`src/rtl/hall_call_latch.sv`:
```
// Five-floor hall call latch: per-floor debounce, pending latch and car-service clear.
// Optional periodic re-issue of pending calls is enabled by defining HALL_CALL_REISSUE_EN.
//
// state    | meaning
// IDLE     | armed, waiting for a press
// DEBOUNCE | counting consecutive high samples
// PENDING  | call latched, waiting for a car
// RELEASE  | served while held; waits for button release
module hall_call_latch #(
  parameter int DEBOUNCE_CYCLES = 4,
  parameter int REISSUE_CYCLES  = 64
) (
  input  logic       clk,
  input  logic       reset,
  input  logic [4:0] raw_buttons,
  input  logic [2:0] ffloor,
  input  logic       fgoing_up,
  input  logic       fgoing_down,
  input  logic [2:0] sfloor,
  input  logic       sgoing_up,
  input  logic       sgoing_down,
  output logic [4:0] out_buttons,
  output logic [4:0] pending,
  output logic [2:0] pending_count
);

  typedef enum logic [1:0] {IDLE, DEBOUNCE, PENDING, RELEASE} state_t;

  localparam logic [3:0] DB_LAST = 4'(DEBOUNCE_CYCLES - 1);

  if (DEBOUNCE_CYCLES < 1 || DEBOUNCE_CYCLES > 15) begin : g_bad_db
    $error("DEBOUNCE_CYCLES out of range");
  end
  if (REISSUE_CYCLES < 2 || REISSUE_CYCLES > 255) begin : g_bad_ri
    $error("REISSUE_CYCLES out of range");
  end

  state_t     state_q [5];
  state_t     state_d [5];
  logic [3:0] dcnt_q  [5];
  logic [3:0] dcnt_d  [5];
  logic [4:0] served;
  logic [4:0] pulse_d;
  logic [4:0] pending_d;
  logic [2:0] count_d;

`ifdef HALL_CALL_REISSUE_EN
  localparam logic [7:0] RI_LAST = 8'(REISSUE_CYCLES - 1);
  logic [7:0] rcnt_q [5];
  logic [7:0] rcnt_d [5];
`endif

  always_comb begin
    for (int i = 0; i < 5; i++) begin
      served[i] = (ffloor == 3'(i + 1) && !fgoing_up && !fgoing_down) ||
                  (sfloor == 3'(i + 1) && !sgoing_up && !sgoing_down);
    end
  end

  always_comb begin
    pulse_d   = '0;
    pending_d = pending;
    count_d   = '0;
    for (int i = 0; i < 5; i++) begin
      state_d[i] = state_q[i];
      dcnt_d[i]  = dcnt_q[i];
`ifdef HALL_CALL_REISSUE_EN
      rcnt_d[i]  = '0;
`endif
      case (state_q[i])
        IDLE: begin
          if (raw_buttons[i]) begin
            if (DEBOUNCE_CYCLES == 1) begin
              state_d[i]   = PENDING;
              pending_d[i] = 1'b1;
              pulse_d[i]   = 1'b1;
              dcnt_d[i]    = '0;
            end else begin
              state_d[i] = DEBOUNCE;
              dcnt_d[i]  = 4'd1;
            end
          end
        end
        DEBOUNCE: begin
          // Service aborts a press in progress before it can ever pulse.
          if (served[i]) begin
            state_d[i] = raw_buttons[i] ? RELEASE : IDLE;
            dcnt_d[i]  = '0;
          end else if (!raw_buttons[i]) begin
            state_d[i] = IDLE;
            dcnt_d[i]  = '0;
          end else if (dcnt_q[i] >= DB_LAST) begin
            state_d[i]   = PENDING;
            pending_d[i] = 1'b1;
            pulse_d[i]   = 1'b1;
            dcnt_d[i]    = '0;
          end else begin
            dcnt_d[i] = dcnt_q[i] + 4'd1;
          end
        end
        PENDING: begin
          if (served[i]) begin
            state_d[i]   = raw_buttons[i] ? RELEASE : IDLE;
            pending_d[i] = 1'b0;
          end
`ifdef HALL_CALL_REISSUE_EN
          else if (rcnt_q[i] == RI_LAST) begin
            pulse_d[i] = 1'b1;
          end else begin
            rcnt_d[i] = rcnt_q[i] + 8'd1;
          end
`endif
        end
        RELEASE: begin
          if (!raw_buttons[i]) state_d[i] = IDLE;
        end
        default: state_d[i] = IDLE;
      endcase
    end
    for (int i = 0; i < 5; i++) count_d = count_d + 3'(pending_d[i]);
  end

  always_ff @(posedge clk or negedge reset) begin
    if (!reset) begin
      for (int i = 0; i < 5; i++) begin
        state_q[i] <= IDLE;
        dcnt_q[i]  <= '0;
`ifdef HALL_CALL_REISSUE_EN
        rcnt_q[i]  <= '0;
`endif
      end
      out_buttons   <= '0;
      pending       <= '0;
      pending_count <= '0;
    end else begin
      for (int i = 0; i < 5; i++) begin
        state_q[i] <= state_d[i];
        dcnt_q[i]  <= dcnt_d[i];
`ifdef HALL_CALL_REISSUE_EN
        rcnt_q[i]  <= rcnt_d[i];
`endif
      end
      out_buttons   <= pulse_d;
      pending       <= pending_d;
      pending_count <= count_d;
    end
  end

endmodule

```
`config.mk`:
```
export PLATFORM = sky130hd
export DESIGN_NAME = hall_call_latch
export DESIGN_NICKNAME = d
export VERILOG_FILES = /design/src/rtl/hall_call_latch.sv
export SDC_FILE = /design/constraint.sdc
export NUM_CORES = 1
export LEC_CHECK = 0
export ABC_AREA = 0
export ABC_CLOCK_PERIOD_IN_PS = 3690
export CORE_MARGIN = 2
export CORE_UTILIZATION = 56
export DETAILED_ROUTE_END_ITERATION = 7
export HOLD_SLACK_MARGIN = 0.08
export PLACE_DENSITY = 0.8
export SLEW_MARGIN = 20
export SYNTH_ARGS = -nofsm -noshare
export SYNTH_HDL_FRONTEND = slang
export SYNTH_SLANG_ARGS = --single-unit
```
`constraint.sdc`:
```
create_clock -name clk -period 3.69 [get_ports clk]
set_input_delay 0.738 -clock clk [delete_from_list [all_inputs] [get_ports clk]]
set_output_delay 0.738 -clock clk [all_outputs]
set_load 0.005 [all_outputs]
```
Word-level counts from Yosys, hierarchy flattened

Cells that the tools add are included.

Mux-type cells: 110
Equality and inequality tests: 45
$add $sub $neg: 9
$lt $le $gt $ge: 5
Reductions and logical operators: 49

Operators with widths:

| operator                                             | count |
|---|---|
| two-way mux 4 bit                                    | 20 |
| two-way mux 2 bit                                    | 35 |
| two-way mux 1 bit                                    | 40 |
| one-hot mux 2 bit (4 select lines)                   | 5 |
| one-hot mux 4 bit (2 select lines)                   | 5 |
| != test 2 bit (second input constant)                | 15 |
| adder 4 x 1 -> 4 bit (second input constant)         | 5 |
| == test 2 bit (second input constant)                | 10 |
| >= comparator 4 x 2 -> 1 bit (second input constant) | 5 |
| logical AND 1 bit                                    | 20 |
| != test 4 bit (second input constant)                | 5 |
| AND reduction 4 bit                                  | 5 |
| == test 3 x 2 -> 1 bit (second input constant)       | 4 |
| == test 3 bit (second input constant)                | 4 |
| == test 2 x 1 -> 1 bit (second input constant)       | 5 |
| zero test 2 bit                                      | 5 |
| one-hot mux 1 bit (2 select lines)                   | 5 |
| AND reduction 2 bit                                  | 5 |
| nonzero test 2 bit                                   | 5 |
| adder 3 x 1 -> 3 bit                                 | 2 |
| == test 3 x 1 -> 1 bit (second input constant)       | 2 |
| logical OR 1 bit                                     | 5 |
| zero test 1 bit                                      | 4 |
| adder 2 x 1 -> 3 bit                                 | 1 |
| adder 1 x 1 -> 2 bit                                 | 1 |

Logic and storage cells: 231
Output and inout port bits: 13
Register bits: 43

Logic depth before layout (Yosys ltp)

Gate-level depths: netlist of run 1.

Depth after elaboration: 10
Gate-level depth with buffers: 11
Depth with buffers taken out: 10

Least setup slack after synthesis of run 1

No wires, ideal clock.

Path kind: input to register
Start: input port sfloor[0]
End: register pending_count[1]
Stages on the path: 8
Required time: 3564 ps
Data arrival time: 2938 ps
Library setup time: 126 ps
Setup slack: 626 ps
Cells stage by stage: clkbuf_1 > a32oi_1 > a31oi_1 > a31o_2 > fa_1 > inv_1 > fa_1 > ha_1

Word-level cells in the longest chain between the ends: 10

RTL lines:

| element                                                                 | line    | RTL |
|---|---|---|
| start, declared                                                         | 19      | `input logic [2:0] sfloor,` |
| == test 3 x 1 -> 1 bit / == test 3 x 2 -> 1 bit (equally long branches) | 56      | `(sfloor == 3'(i + 1) && !sgoing_up && !sgoing_down);` |
| logical AND 1 bit (2 in a row)                                          | 56      |  |
| logical OR 1 bit                                                        | 55      | `served[i] = (ffloor == 3'(i + 1) && !fgoing_up && !fgoing_down) \|\|` |
| two-way mux 1 bit, on equally long branches                             | 102, 86 |  |
| one-hot mux 1 bit (2 select lines)                                      | 70      | `case (state_q[i])` |
| adder 1 x 1 -> 2 bit                                                    | 120     | `for (int i = 0; i < 5; i++) count_d = count_d + 3'(pending_d[i]);` |
| adder 2 x 1 -> 3 bit                                                    | 120     |  |
| adder 3 x 1 -> 3 bit                                                    | 120     |  |
| adder 3 x 1 -> 3 bit *                                                  | 120     |  |
| via count_d[1]                                                          | 45      | `logic [2:0] count_d;` |
| end signal, assigned                                                    | 145     | `pending_count <= count_d;` |
| end, declared                                                           | 24      | `output logic [2:0] pending_count` |

The timed path passes the listed nets; every way through them passes the cells marked *.
A chain may end at the register's enable or synchronous reset.

Worst setup path after layout of run 1

Start: input port sfloor[1]
End: register pending_count[1]

The elaborated chain is that of the path after synthesis.

==> results of run 1 <==
worst reg2reg max path: stages (launching register included):
cell	delay, ns
dfrtp_1	0.43
inv_1	0.12
ha_1	0.32
nand2_1	0.18
nor2_1	0.15
a31oi_2	0.11
a31o_1	0.21
fa_1	0.49
inv_1	0.05
fa_1	0.36
ha_1	0.28
cell type report:
type,instances,area [µm²],share of cell area
clock buffers,5,68.8,0.0218
flip-flops and latches,43,1080,0.341
repair buffers,35,343,0.109
inverters,18,67.6,0.0214
well taps,54,67.6,0.0214
clock inverters,3,43.8,0.0139
multi-input cells,201,1490,0.472
flip-flops by register name, summed over array words and instances (netlist names):
name           cells
dcnt_q            20
pending            5
pending_count      3
state_q           10
out_buttons        5
stage by stage:
| stage | util | instance area [µm²] | hold WS [ns] | worst slack, ns |
|---|---|---|---|---|
| 2_1_floorplan | - | 2660 | 0.442 | 0.626 |
| 3_3_place_gp | 0.648 | 3020 | 0.471 | 0.262 |
| 3_5_place_dp | 0.648 | 3020 | 0.475 | 0.182 |
| 4_1_cts | 0.672 | 3130 | 0.493 | 0.470 |
| 5_1_grt | 0.677 | 3150 | 0.328 | 0.387 |
| 6_report | 0.677 | 3150 | 0.317 | 0.457 |
cells in the mapped netlist (4+ instances only):
cell | number | area [µm²]
o32a_1 | 4 | 40.0
clkbuf_1 | 8 | 30.0
a31o_2 | 6 | 52.6
nor2_1 | 17 | 63.8
o21ai_0 | 16 | 80.1
nand3_1 | 8 | 40.0
inv_1 | 18 | 67.6
nor2b_1 | 4 | 25.0
and2_1 | 12 | 75.1
a32oi_1 | 4 | 35.0
nor4b_1 | 4 | 35.0
nor3_1 | 10 | 50.1
nand2b_1 | 4 | 25.0
nand2_1 | 25 | 93.8
dfrtp_1 | 43 | 1080
a31oi_1 | 15 | 93.8
mux2i_1 | 5 | 50.1
ha_1 | 26 | 325
worst max path at each step:
stage	depth (start not counted)	to	slack, ns	startpoint
after floorplan	8	pending_count[1]	0.63	sfloor[0]
after global placement	8	pending_count[0]	0.26	ffloor[1]
after detailed placement	9	pending_count[1]	0.18	sfloor[1]
after CTS	9	pending_count[1]	0.47	sfloor[1]
after global routing	9	pending_count[1]	0.39	sfloor[1]
final	9	pending_count[1]	0.46	sfloor[1]
cells by family (layout without fill, tap and decap cells):
logic type               count (synthesis)  count (layout)  share of synthesized area
AO/OA/AOI/OAI                           76              76                      0.222
adder cells (fa/ha/maj)                 28              28                      0.137
buffers and inverters                   26              61                     0.0367
flip-flops                              43              43                      0.404
multiplexers                             5               5                     0.0188
AND/OR/NAND/NOR                         92              92                      0.181
per-layer routing:
layer / share of wire / vias to the layer above
met5: 0 / -
met4: 0.024 / 0
met3: 0.034 / 10
met2: 0.46 / 49
met1: 0.48 / 1051
li1: - / 1067
power by group through the flow:
| stage | logic (µW) | registers (µW) | clock network (µW) |
|---|---|---|---|
| after floorplan | 688 | 660 | 0 |
| after global placement | 888 | 676 | 0 |
| after detailed placement | 908 | 680 | 0 |
| after CTS | 918 | 672 | 378 |
| after global routing | 1040 | 690 | 394 |
| final | 921 | 673 | 368 |
==> reports/metrics.yaml, run 1 <==
clock_tree:
  cts_resized: 0
  cts_htree_levels: 2
  clock_latency_ns: 0.30
  cts_sinks: 43
  clk_pin_slew_ns: 0.09
  cts_buffers: 5
  postCtsSetupRepairBufs: 0
  cts_tree: "done"
  cts_buffer_depth: 2
  cts_hold_buf: 0
  clock-root-buffer: "clkbuf_8"
finish:
  nets: 349
  syn_to_final_growth_pct: 18.5
  final_common_cell: "dfrtp_1"
  final_cell_mix: "43 x dfrtp_1, 28 x clkdlybuf4s50_1, 26 x ha_1"
  instances_no_fill: 359
  fill_cells: 355
  drive_gt1_frac: 0.0984
  insertedDiodeCount: 0
critical_path:
  cpMostUsedCell: "fa_1"
  crit_fanout: 4
  cp_num_buf_inv: 2
  regToRegSetupSlack_ns: 0.88
  cpMaxStageDelayCell: "clkdlybuf4s50_1"
  worst-setup-path-type: "in2reg"
  cp_top_family: "adder cells"
  required_ns: 3.88
  worstSetupStartpointType: "input port"
  worstReg2RegStart: "state_q[7]"
  crit_chain: "clkdlybuf4s50_1 > nor2_1 > a32oi_1 > a31oi_1 > a31o_2 > fa_1 > inv_1 > fa_1 > ha_1"
  reg2reg_depth: 10
  arrival_ns: 3.42
  slowest_delay_ns: 0.55
  end_kind: "flip-flop"
  r2r_end: "pending_count[1]"
floorplan:
  pin_count: 30
  placementRows: 25
  dieArea_um2: 5320
  initial_core_util: 0.571
  die_width_um: 72.9
  fp.dieH_um: 72.9
  core_area_um2: 4660
timing:
  final.period_utilization: 0.876
  fmax_ghz: 0.309
  finalSetupViolations: 0
  maxSlewHeadroom: 0.592
  rsz0062_at_grt: "no"
  final_hold_viol_count: 0
  worst_slew_pin_slew_ns: 0.612
  slew_violations: 0
  period_needed_ns: 3.23
  tns_ns: 0
  finClkSkew_ns: 0.0118
place:
  dp.cells: 350
  gp_congestion: 0.820
  hpwl_mm: 4.07
  numPortBuffers: 29
yosys:
  yosysSeqAreaShare: 0.404
  yosysWarnings: 0
  synth-async-reset-ratio: 1.00
  avgSynthCellArea_um2: 9.86
  syn_inst: 270
  synth_nets: 315
  synth_area_um2: 2660
  synth_flop_cell: "dfrtp_1"
  synth_edf_count: 0
  ys_ff_latch: 43
  ys_types: 45
grt:
  grt_use_met3: 0.0331
  track_usage: 0.220
  met1_usage: 0.310
  use_met2: 0.333
  grt_pass1_vias: 2064
  grt_pass1_wl_mm: 9.09
  overflow: 0
  antenna_found_initial: 0
  grt_max_degree: 44
  grt_busiest_layer: "met2"
status:
  outcome: "complete, no violations"
route:
  final_antenna_net_count: 0
  wl_per_cell_um: 15.3
  first_pass_iters: 5
  vias: 2177
  routed_wl_mm: 5.50
  first_iter_violations: 135
  drc: 0
  via_per_inst: 6.06
flow_run:
  cap_violations: 0
power_and_ir_drop:
  p_leak_uw: 0.00142
  sw_frac_of_total: 0.386
  power.net_switching_uw: 758
  seq_power_share: 0.343
  clockPowerShare: 0.188
  power.internal_uw: 1210
  ir_worst_vdd_mv: 0.298
  finalPower_uw: 1960
  combPwrFrac: 0.469
  p_per_area_nw_per_um2: 622
worst_hold_path:
  hold_path_class: "in2async"
Note: power is estimated with default switching activity, not from simulation.
==> run 2: changes to the inputs <==
--- a/config.mk
+++ b/config.mk
@@ -10,6 +10,7 @@
 export CORE_MARGIN = 2
 export CORE_UTILIZATION = 56
 export DETAILED_ROUTE_END_ITERATION = 7
+export GPL_TIMING_DRIVEN = 0
 export HOLD_SLACK_MARGIN = 0.08
 export PLACE_DENSITY = 0.8
 export SLEW_MARGIN = 20
==> run 2 against run 1 <==
Effect of this change:
- combinational power fell by 0.9%
- first-iteration DRC count fell by 19%
- via count is 2.0% lower
- non-clock buffer count decreased by 3
- global-route usage decreased by 0.42 points
- total power is 5.4% lower
- cell count fell by 1.4%
- core utilization is 2.1 points lower
- clock skew shrank 0.0033 ns
- critical path depth did not move
- clock power decreased by 26%
==> reports/metrics.yaml, run 2 (synthesis gave the netlist of run 1 again) <==
status:
  outcome: "complete, no violations"
place:
  postPlaceCellArea_um2: 2970  # -1.6%
  gp_congestion: 0.846  # +3.1%
  numPortBuffers: 23  # -21%
  hpwl_mm: 4.08  # +0.17%
timing:
  finClkSkew_ns: 0.00849  # -0.00329 ns
  rsz0062_at_grt: "no"
  period_needed_ns: 3.42  # +0.187 ns
  fmax_ghz: 0.292  # -5.5%
  maxSlewHeadroom: 0.631  # +0.0388
  final_hold_viol_count: 0  # unchanged
  timing.hold.ws_ns: 0.385  # +0.0671 ns
  slew_violations: 0  # unchanged
  finalSetupViolations: 0  # unchanged
  worst_slew_pin_slew_ns: 0.550  # -0.0624 ns
  final.period_utilization: 0.927  # +0.0508
clock_tree:
  clk_pin_slew_ns: 0.08  # about the same
  cts_tree: "done"
  postCtsSetupRepairBufs: 0  # unchanged
  cts_sinks: 43  # unchanged
  cts_htree_levels: 2  # unchanged
  clock-root-buffer: "clkbuf_8"
  cts_buffer_depth: 2  # unchanged
  clock_latency_ns: 0.28  # -0.02 ns
  cts_buffers: 5  # unchanged
grt:
  grt_pass1_vias: 2031  # -1.6%
  track_usage: 0.215  # -0.00424
  overflow: 0  # unchanged
  antenna_found_initial: 0  # unchanged
  grt_pass1_wl_mm: 9.03  # -0.68%
  grt_max_degree: 26  # -41%
finish:
  largest_register_ffs: 20  # unchanged
  final_cell_mix: "43 x dfrtp_1, 26 x ha_1, 25 x nand2_1"
  top_regs: "dcnt_q (20), state_q (10)"
  top_register: "dcnt_q"
  syn_to_final_growth_pct: 14.8
  nets: 346  # -0.86%
  final_common_cell: "dfrtp_1"
  finalInstanceArea_um2: 3050  # -3.2%
  drive_gt1_frac: 0.0767  # -0.0217
  fill_cells: 362  # +2.0%
  insertedDiodeCount: 0  # unchanged
floorplan:
  core_area_um2: 4660  # unchanged
  dieArea_um2: 5320  # unchanged
  die_width_um: 72.9  # unchanged
  placementRows: 25  # unchanged
  initial_core_util: 0.571  # unchanged
  pin_count: 30  # unchanged
  fp.dieH_um: 72.9  # unchanged
route:
  vias: 2133  # -2.0%
  via_per_inst: 6.03  # -0.64%
  first_pass_iters: 4  # -1
  dr_wl_met2_mm: 2.52  # -0.28%
  final_antenna_net_count: 0  # unchanged
  drc: 0  # unchanged
  routed_wl_mm: 5.31  # -3.6%
  first_iter_violations: 109  # -19%
  maxUsedRoutingLayer: "met4"
  wl_met3_um: 159  # -16%
  met1_length_mm: 2.58  # -2.5%
  wl_per_cell_um: 15.0  # -2.2%
critical_path:
  cpMostUsedCell: "fa_1"
  r2r_end: "pending_count[1]"
  arrival_ns: 3.58  # +0.16 ns
  worstSetupStartpointType: "input port"
  slowest_delay_ns: 0.58  # +0.03 ns
  worstReg2RegStart: "state_q[7]"
  crit_chain: "clkdlybuf4s50_1 > nor2b_1 > a32oi_2 > a31oi_1 > a31o_2 > fa_1 > inv_1 > fa_1 > ha_1"
  regToRegSetupSlack_ns: 0.77  # -0.11 ns
  end_kind: "flip-flop"
  reg2reg_depth: 11  # +1
  worst-setup-path-type: "in2reg"
  crit_start: "ffloor[0]"
  cpMaxStageDelayCell: "clkdlybuf4s50_1"
  required_ns: 3.85  # -0.03 ns
  crit_fanout: 8  # +4
power_and_ir_drop:
  p_leak_uw: 0.00137  # -3.8%
  finalPower_uw: 1860  # -5.4%
  ir_worst_vdd_mv: 0.290  # -2.6%
  power.internal_uw: 1120  # -7.1%
  p_per_area_nw_per_um2: 608  # -2.3%
  sw_frac_of_total: 0.397  # +0.0113
  combPwrFrac: 0.491  # +0.022
  power.net_switching_uw: 738  # -2.6%
  seq_power_share: 0.363  # +0.020
  clockPowerShare: 0.146  # -0.042
worst_hold_path:
  hold_path_class: "in2async"
flow_run:
  cap_violations: 0  # unchanged
==> run 2: cell types whose count changed in the layout (fill, tap and decap cells not counted), sizes merged <==
cell | previous run | this run
clkdlybuf4s50 | 28 | 22
clkinv | 2 | 0
clkbuf | 5 | 14
bufinv | 1 | 0
buf | 7 | 2
==> run 2: critical path: cells and delay by family <==
family / cells / cell delay, ns
and+or+nand+nor: 1 / 0.25
adders and majority gates: 3 / 1.18
AOI/OAI and AO/OA: 3 / 0.78
buffers and inverters: 2 / 0.63
==> run 2: what timing repair did <==
item | in CTS | in global routing
setup endpoints to repair | 0 | 1
hold buffers | 0 | 0
resized for setup | 0 | 1
==> run 2: cell type report <==
| class | count | area (µm²) | area share |
|---|---|---|---|
| Multi-Input combinational cell | 201 | 1500 | 0.490 |
| Buffer | 8 | 30.0 | 0.00983 |
| Sequential cell | 43 | 1080 | 0.352 |
| Timing Repair Buffer | 24 | 245 | 0.0803 |
| Tap cell | 54 | 67.6 | 0.0221 |
| Inverter | 18 | 67.6 | 0.0221 |
| Clock buffer | 6 | 72.6 | 0.0238 |
==> run 2: worst max path at each step <==
stage / endpoint / cells past startpoint / slack, ns
after floorplan: pending_count[1] / 8 / 0.63
after global placement: pending_count[1] / 9 / -0.21
after detailed placement: pending_count[1] / 9 / -0.23
after CTS: pending_count[1] / 9 / 0.07
after global routing: pending_count[1] / 9 / 0.13
final: pending_count[1] / 9 / 0.27
==> run 2: stage by stage <==
step / utilization / cells / setup WS [ns] / setup TNS, ns
6_report: 0.655 / 354 / 0.270 / 0
5_1_grt: 0.655 / 354 / 0.132 / 0
4_1_cts: 0.654 / 354 / 0.0699 / 0
3_5_place_dp: 0.638 / 348 / -0.226 / -0.392
3_3_place_gp: 0.635 / 347 / -0.215 / -0.347
2_1_floorplan: - / 270 / 0.626 / 0
==> run 2: power by group through the flow <==
| stage | combinational (µW) | clock (µW) | sequential [µW] |
|---|---|---|---|
| 2_1_floorplan | 688 | 0 | 660 |
| 3_3_place_gp | 873 | 0 | 675 |
| 3_5_place_dp | 908 | 0 | 681 |
| 4_1_cts | 913 | 278 | 672 |
| 5_1_grt | 1040 | 298 | 688 |
| 6_report | 913 | 271 | 674 |
==> run 2: per-layer routing <==
metal / GRT usage / up-vias
li1: - / 1055
met1: 0.294 / 1040
met2: 0.349 / 32
met3: 0.0428 / 6
met4: 0.0617 / 0
met5: 0 / -
